===== src/rtl/bus_interconnect.sv =====
// bus_interconnect: single-master address decoder with wait-state timeout,
// one-cycle error response and sticky error capture.
module bus_interconnect #(
  parameter int                        NUM_SLAVES     = 9,
  parameter logic [NUM_SLAVES*32-1:0]  SLV_BASE       = '0,
  parameter logic [NUM_SLAVES*32-1:0]  SLV_MASK       = '0,
  parameter int                        TIMEOUT_CYCLES = 255,
  parameter logic [31:0]               ERR_DATA       = 32'hDEAD_BEEF
) (
  input  logic                     clk,
  input  logic                     reset_n,
  input  logic                     m_valid,
  input  logic [31:0]              m_addr,
  input  logic [3:0]               m_wstrb,
  output logic                     m_ready,
  output logic [31:0]              m_rdata,
  output logic [NUM_SLAVES-1:0]    s_sel,
  input  logic [NUM_SLAVES-1:0]    s_ready,
  input  logic [NUM_SLAVES*32-1:0] s_rdata,
  output logic                     err_irq,
  output logic [31:0]              err_addr,
  output logic                     err_write,
  output logic [7:0]               err_count,
  input  logic                     err_clr
);
  localparam int CW = $clog2(TIMEOUT_CYCLES + 1);
  typedef enum logic [1:0] {IDLE, WAIT, ERR} state_t;
  state_t state, state_nx;
  logic [CW-1:0] cnt, cnt_nx;
  logic hit, sel_ready, err_entry;
  logic [NUM_SLAVES-1:0] win;
  logic [31:0] win_rdata;
  // first matching index claims the hit, so lower indices take priority
  always_comb begin
    hit = 1'b0;
    win = '0;
    win_rdata = '0;
    for (int i = 0; i < NUM_SLAVES; i++)
      if (!hit && (m_addr & SLV_MASK[32*i +: 32]) == SLV_BASE[32*i +: 32]) begin
        hit = 1'b1;
        win[i] = 1'b1;
        win_rdata = s_rdata[32*i +: 32];
      end
  end
  assign s_sel     = (reset_n && m_valid && state != ERR) ? win : '0;
  assign sel_ready = |(s_sel & s_ready);
  assign m_ready   = sel_ready || state == ERR;
  assign m_rdata   = state == ERR ? ERR_DATA : (|s_sel ? win_rdata : 32'h0);
  always_comb begin
    state_nx = state;
    cnt_nx = cnt;
    case (state)
      IDLE: if (m_valid) begin
        state_nx = !hit ? ERR : (sel_ready ? IDLE : WAIT);
        cnt_nx = (hit && !sel_ready) ? CW'(1) : '0;
      end
      WAIT: if (!m_valid || sel_ready) begin
        state_nx = IDLE;
        cnt_nx = '0;
      end else if (cnt == CW'(TIMEOUT_CYCLES)) begin
        state_nx = ERR;
        cnt_nx = '0;
      end else cnt_nx = cnt + 1'b1;
      default: begin
        state_nx = IDLE;
        cnt_nx = '0;
      end
    endcase
  end
  assign err_entry = state_nx == ERR && state != ERR;
  // a new error in the clear cycle restarts the status rather than being lost
  always_ff @(posedge clk or negedge reset_n)
    if (!reset_n) begin
      state <= IDLE;
      cnt <= '0;
      err_irq <= 1'b0;
      err_addr <= '0;
      err_write <= 1'b0;
      err_count <= '0;
    end else begin
      state <= state_nx;
      cnt <= cnt_nx;
      if (err_entry) begin
        err_irq <= 1'b1;
        err_count <= err_clr ? 8'd1 : (err_count == 8'hFF ? err_count : err_count + 8'd1);
        if (!err_irq || err_clr) begin
          err_addr <= m_addr;
          err_write <= |m_wstrb;
        end
      end else if (err_clr) begin
        err_irq <= 1'b0;
        err_addr <= '0;
        err_write <= 1'b0;
        err_count <= '0;
      end
    end
endmodule


===== config.mk =====
export PLATFORM = sky130hd
export DESIGN_NAME = bus_interconnect
export DESIGN_NICKNAME = d
export VERILOG_FILES = /design/src/rtl/bus_interconnect.sv
export SDC_FILE = /design/constraint.sdc
export NUM_CORES = 1
export LEC_CHECK = 0
export BUFFER_PORTS_ARGS = -buffer_cell sky130_fd_sc_hd__buf_2
export CAP_MARGIN = 20
export CORE_AREA = 4 4 162 164
export CTS_CLUSTER_DIAMETER = 60
export DETAILED_ROUTE_END_ITERATION = 16
export DIE_AREA = 0 0 166 168
export GPL_ROUTABILITY_DRIVEN = 0
export HOLD_SLACK_MARGIN = 0.15
export PLACE_DENSITY = 0.43
export SETUP_SLACK_MARGIN = 0.2
export SYNTH_ARGS = -nofsm -noshare
export SYNTH_HDL_FRONTEND = slang
export SYNTH_SLANG_ARGS = --single-unit

===== constraint.sdc =====
create_clock -name clk -period 2.1 [get_ports clk]
set_clock_uncertainty 0.05 [all_clocks]
set_input_delay 0.315 -clock clk [delete_from_list [all_inputs] [get_ports clk]]
set_output_delay 0.315 -clock clk [all_outputs]
set_load 0.005 [all_outputs]

==> impl_metrics.json <==
{
  "status": "finished clean",
  "finalSetupViolations": 0,
  "synth_top_area_cell": "dfrtp_1",
  "n_antenna_cell": 0,
  "fin_hold_ws_ps": 179.9,
  "drv_cap": 0,
  "utilization_pct": 17.00,
  "slew-limit-headroom_pct": 55.02,
  "num_vias": 2559,
  "antenna_found_initial": 4,
  "stdcell_count": 744,
  "synth_warnings": 0,
  "clkPwrFrac_pct": 40.2,
  "ioPinCount": 421,
  "yosysMostFrequentCell": "dfrtp_1",
  "reg2reg_from": "state[1]",
  "whs_endpoint": "err_addr[0]",
  "fmax_mhz": 510.1,
  "finalMaxSlewViolations": 0,
  "period_share_pct": 93.35,
  "fill_cells": 2768,
  "cp-start-kind": "flop",
  "hold_viol": 0,
  "antenna_left": 0,
  "initial_core_util_pct": 10.19,
  "core_um2": 24890,
  "portBuffers": 148,
  "cp_max_fo": 6,
  "timing.final.ws_setup_ps": 139.6,
  "drt_iter0_markers": 51,
  "min_from": "m_addr[0]",
  "synth_edf_count": 0,
  "dieArea_um2": 27890,
  "hp-class": "in -> reg",
  "dieHeight_um": 168,
  "rrSetupSlack_ps": 140,
  "via_per_inst": 3.440,
  "period_needed_ps": 1960,
  "synth_cell_types": 41,
  "totalNegativeSetupSlack_ps": 0,
  "critPathKind": "reg -> reg",
  "nNetsFinal": 752,
  "fp-row-count": 58,
  "switching_share_pct": 26.09,
  "synth_area_leaders": "dfrtp_1 (51%), a22o_1 (12%), a21o_1 (7.4%), buf_4 (2.4%), and2_1 (2.2%)",
  "synth_top_area_share_pct": 51.28,
  "grt_pass1_vias": 2488,
  "cts_tree": "built",
  "grt_max_degree": 51,
  "ir_worst_vdd_mv": 0.2743,
  "rsz0062_at_grt": "yes",
  "hpwl_um": 6531,
  "grt_pass1_wl_um": 14030,
  "p_int_mw": 1.603,
  "reg2regPathDepth": 5,
  "power_mw": 2.168,
  "ctsLongestPathBuffers": 2,
  "wl_um": 9616,
  "min_path_cells": 2,
  "cts_inserted_buffers": 5,
  "finalInstanceArea_um2": 4230,
  "dieWidth_um": 166,
  "tightest_slew_ps": 674.7,
  "critPathArrivalTime_ps": 2140,
  "grt-ovfl-total": 0,
  "detail_route.wl_per_cell_um": 12.92,
  "dp_slack_ps": -76.45,
  "synth.cells.most_frequent": "dfrtp_1 (52), a22o_1 (34), a21o_1 (25)",
  "r2r-end": "err_count[3]",
  "synth-seq-cells": 52,
  "clk_latency_ps": 300,
  "drc": 0,
  "async_flop_share_pct": 100.0,
  "drt_first_pass_iters": 4,
  "p_sw_mw": 0.5656,
  "area.growth.synth_to_final_pct": 66.72,
  "yosysSeqAreaShare_pct": 51.28,
  "synth_cells": 236,
  "place_inst": 718,
  "clock_sinks": 52,
  "dpl_cell_area_um2": 3774,
  "worst_setup_path_end_kind": "flop",
  "synth-main-ff-cell": "dfrtp_1",
  "root_buffer": "clkbuf_16",
  "syn_area_um2": 2537,
  "leakagePower_nw": 2.303,
  "drive_above_1_share_pct": 51.21,
  "clk_pin_slew_ps": 80,
  "p_comb_share_pct": 13.0,
  "grtUsageTotal_pct": 6.231,
  "synth_area_per_cell_um2": 10.75,
  "worstPathRequired_ps": 2280,
  "h-tree-depth": 2,
  "p_seq_share_pct": 46.7,
  "p_per_area_nw_per_um2": 512.6
}
[power groups by stage]
stage	clock [mW]	combinational, mW	sequential (mW)
floorplan	0	0.101	1.04
global placement	0	0.260	1.03
detailed placement	0	0.257	1.03
CTS	0.916	0.274	1.01
global route	0.951	0.318	1.01
finish	0.873	0.282	1.01
[state kept, by name, indices dropped and copies added, names as in the netlist]
| signal | count |
|---|---|
| cnt | 8 |
| state | 2 |
| err_write | 1 |
| err_addr | 32 |
| err_count | 8 |
| err_irq | 1 |
[metal layers]
metal / wire length, um / global-route usage (%) / part of all wire, % / vias up
li1: - / - / - / 1216
met1: 4071 / 7.638 / 42 / 1165
met2: 4122 / 9.393 / 43 / 155
met3: 1248 / 3.616 / 13 / 15
met4: 119 / 1.614 / 1.2 / 8
met5: 55 / 0 / 0.57 / -
[critical path, cell delays in order (launching register included)]
cell and delay [ps]:
dfrtp_1 410, nand2b_4 150, or4_4 620, buf_4 180, or3_1 330, a21oi_1 150
[cells by family after synthesis]
kind of cell	synth area share, %
AO/OA/AOI/OAI	28.35
adder cells (fa/ha/maj)	0.9860
flip-flops	51.28
other	0.1478
multiplexers	0.4438
AND/OR/NAND/NOR	12.08
XOR/XNOR	0.3452
buffers and inverters	6.361
[cells in the final DEF, fill, tap and decap left out, drive strengths merged, types with 5 or more instances in the layout]
| cell | synthesis | routed |
|---|---|---|
| a21o | 25 | 25 |
| a21oi | 10 | 12 |
| a22o | 34 | 34 |
| and2 | 9 | 9 |
| buf | 15 | 182 |
| clkbuf | 9 | 7 |
| conb | 1 | 8 |
| dfrtp | 52 | 52 |
| inv | 7 | 8 |
| nand2 | 7 | 7 |
| nand3 | 5 | 5 |
| nor2 | 6 | 6 |
| nor3 | 7 | 7 |
| o21ai | 6 | 6 |
[how the worst max path moves through the flow]
stage	startpoint	to	cells after the start
global placement	reset_n	err_addr[6]	6
detailed placement	reset_n	err_addr[18]	6
floorplan	state[1]	err_count[4]	5
finish	state[1]	err_count[3]	5
global route	cnt[0]	err_count[3]	6
CTS	state[1]	err_count[4]	4
[layout make-up]
class,count,area [um^2],share of cell area [%]
Clock buffer,5,125.1,2.958
Clock inverter,3,27.53,0.6507
Inverter,7,28.78,0.6803
Multi-Input combinational cell,162,1204,28.45
Sequential cell,52,1303,30.79
Tap cell,330,412.9,9.760
Timing Repair Buffer,185,1130,26.71
[repair_timing]
action	in CTS	in global routing
resized for setup	15	16
cloned	2	4
pin swaps	3	5
endpoints found under the setup margin	68	75
buffers inserted	4	7
hold buffers	1	0
endpoints found under the hold margin	2	0
No activity file was read; power rests on OpenSTA's default activity.
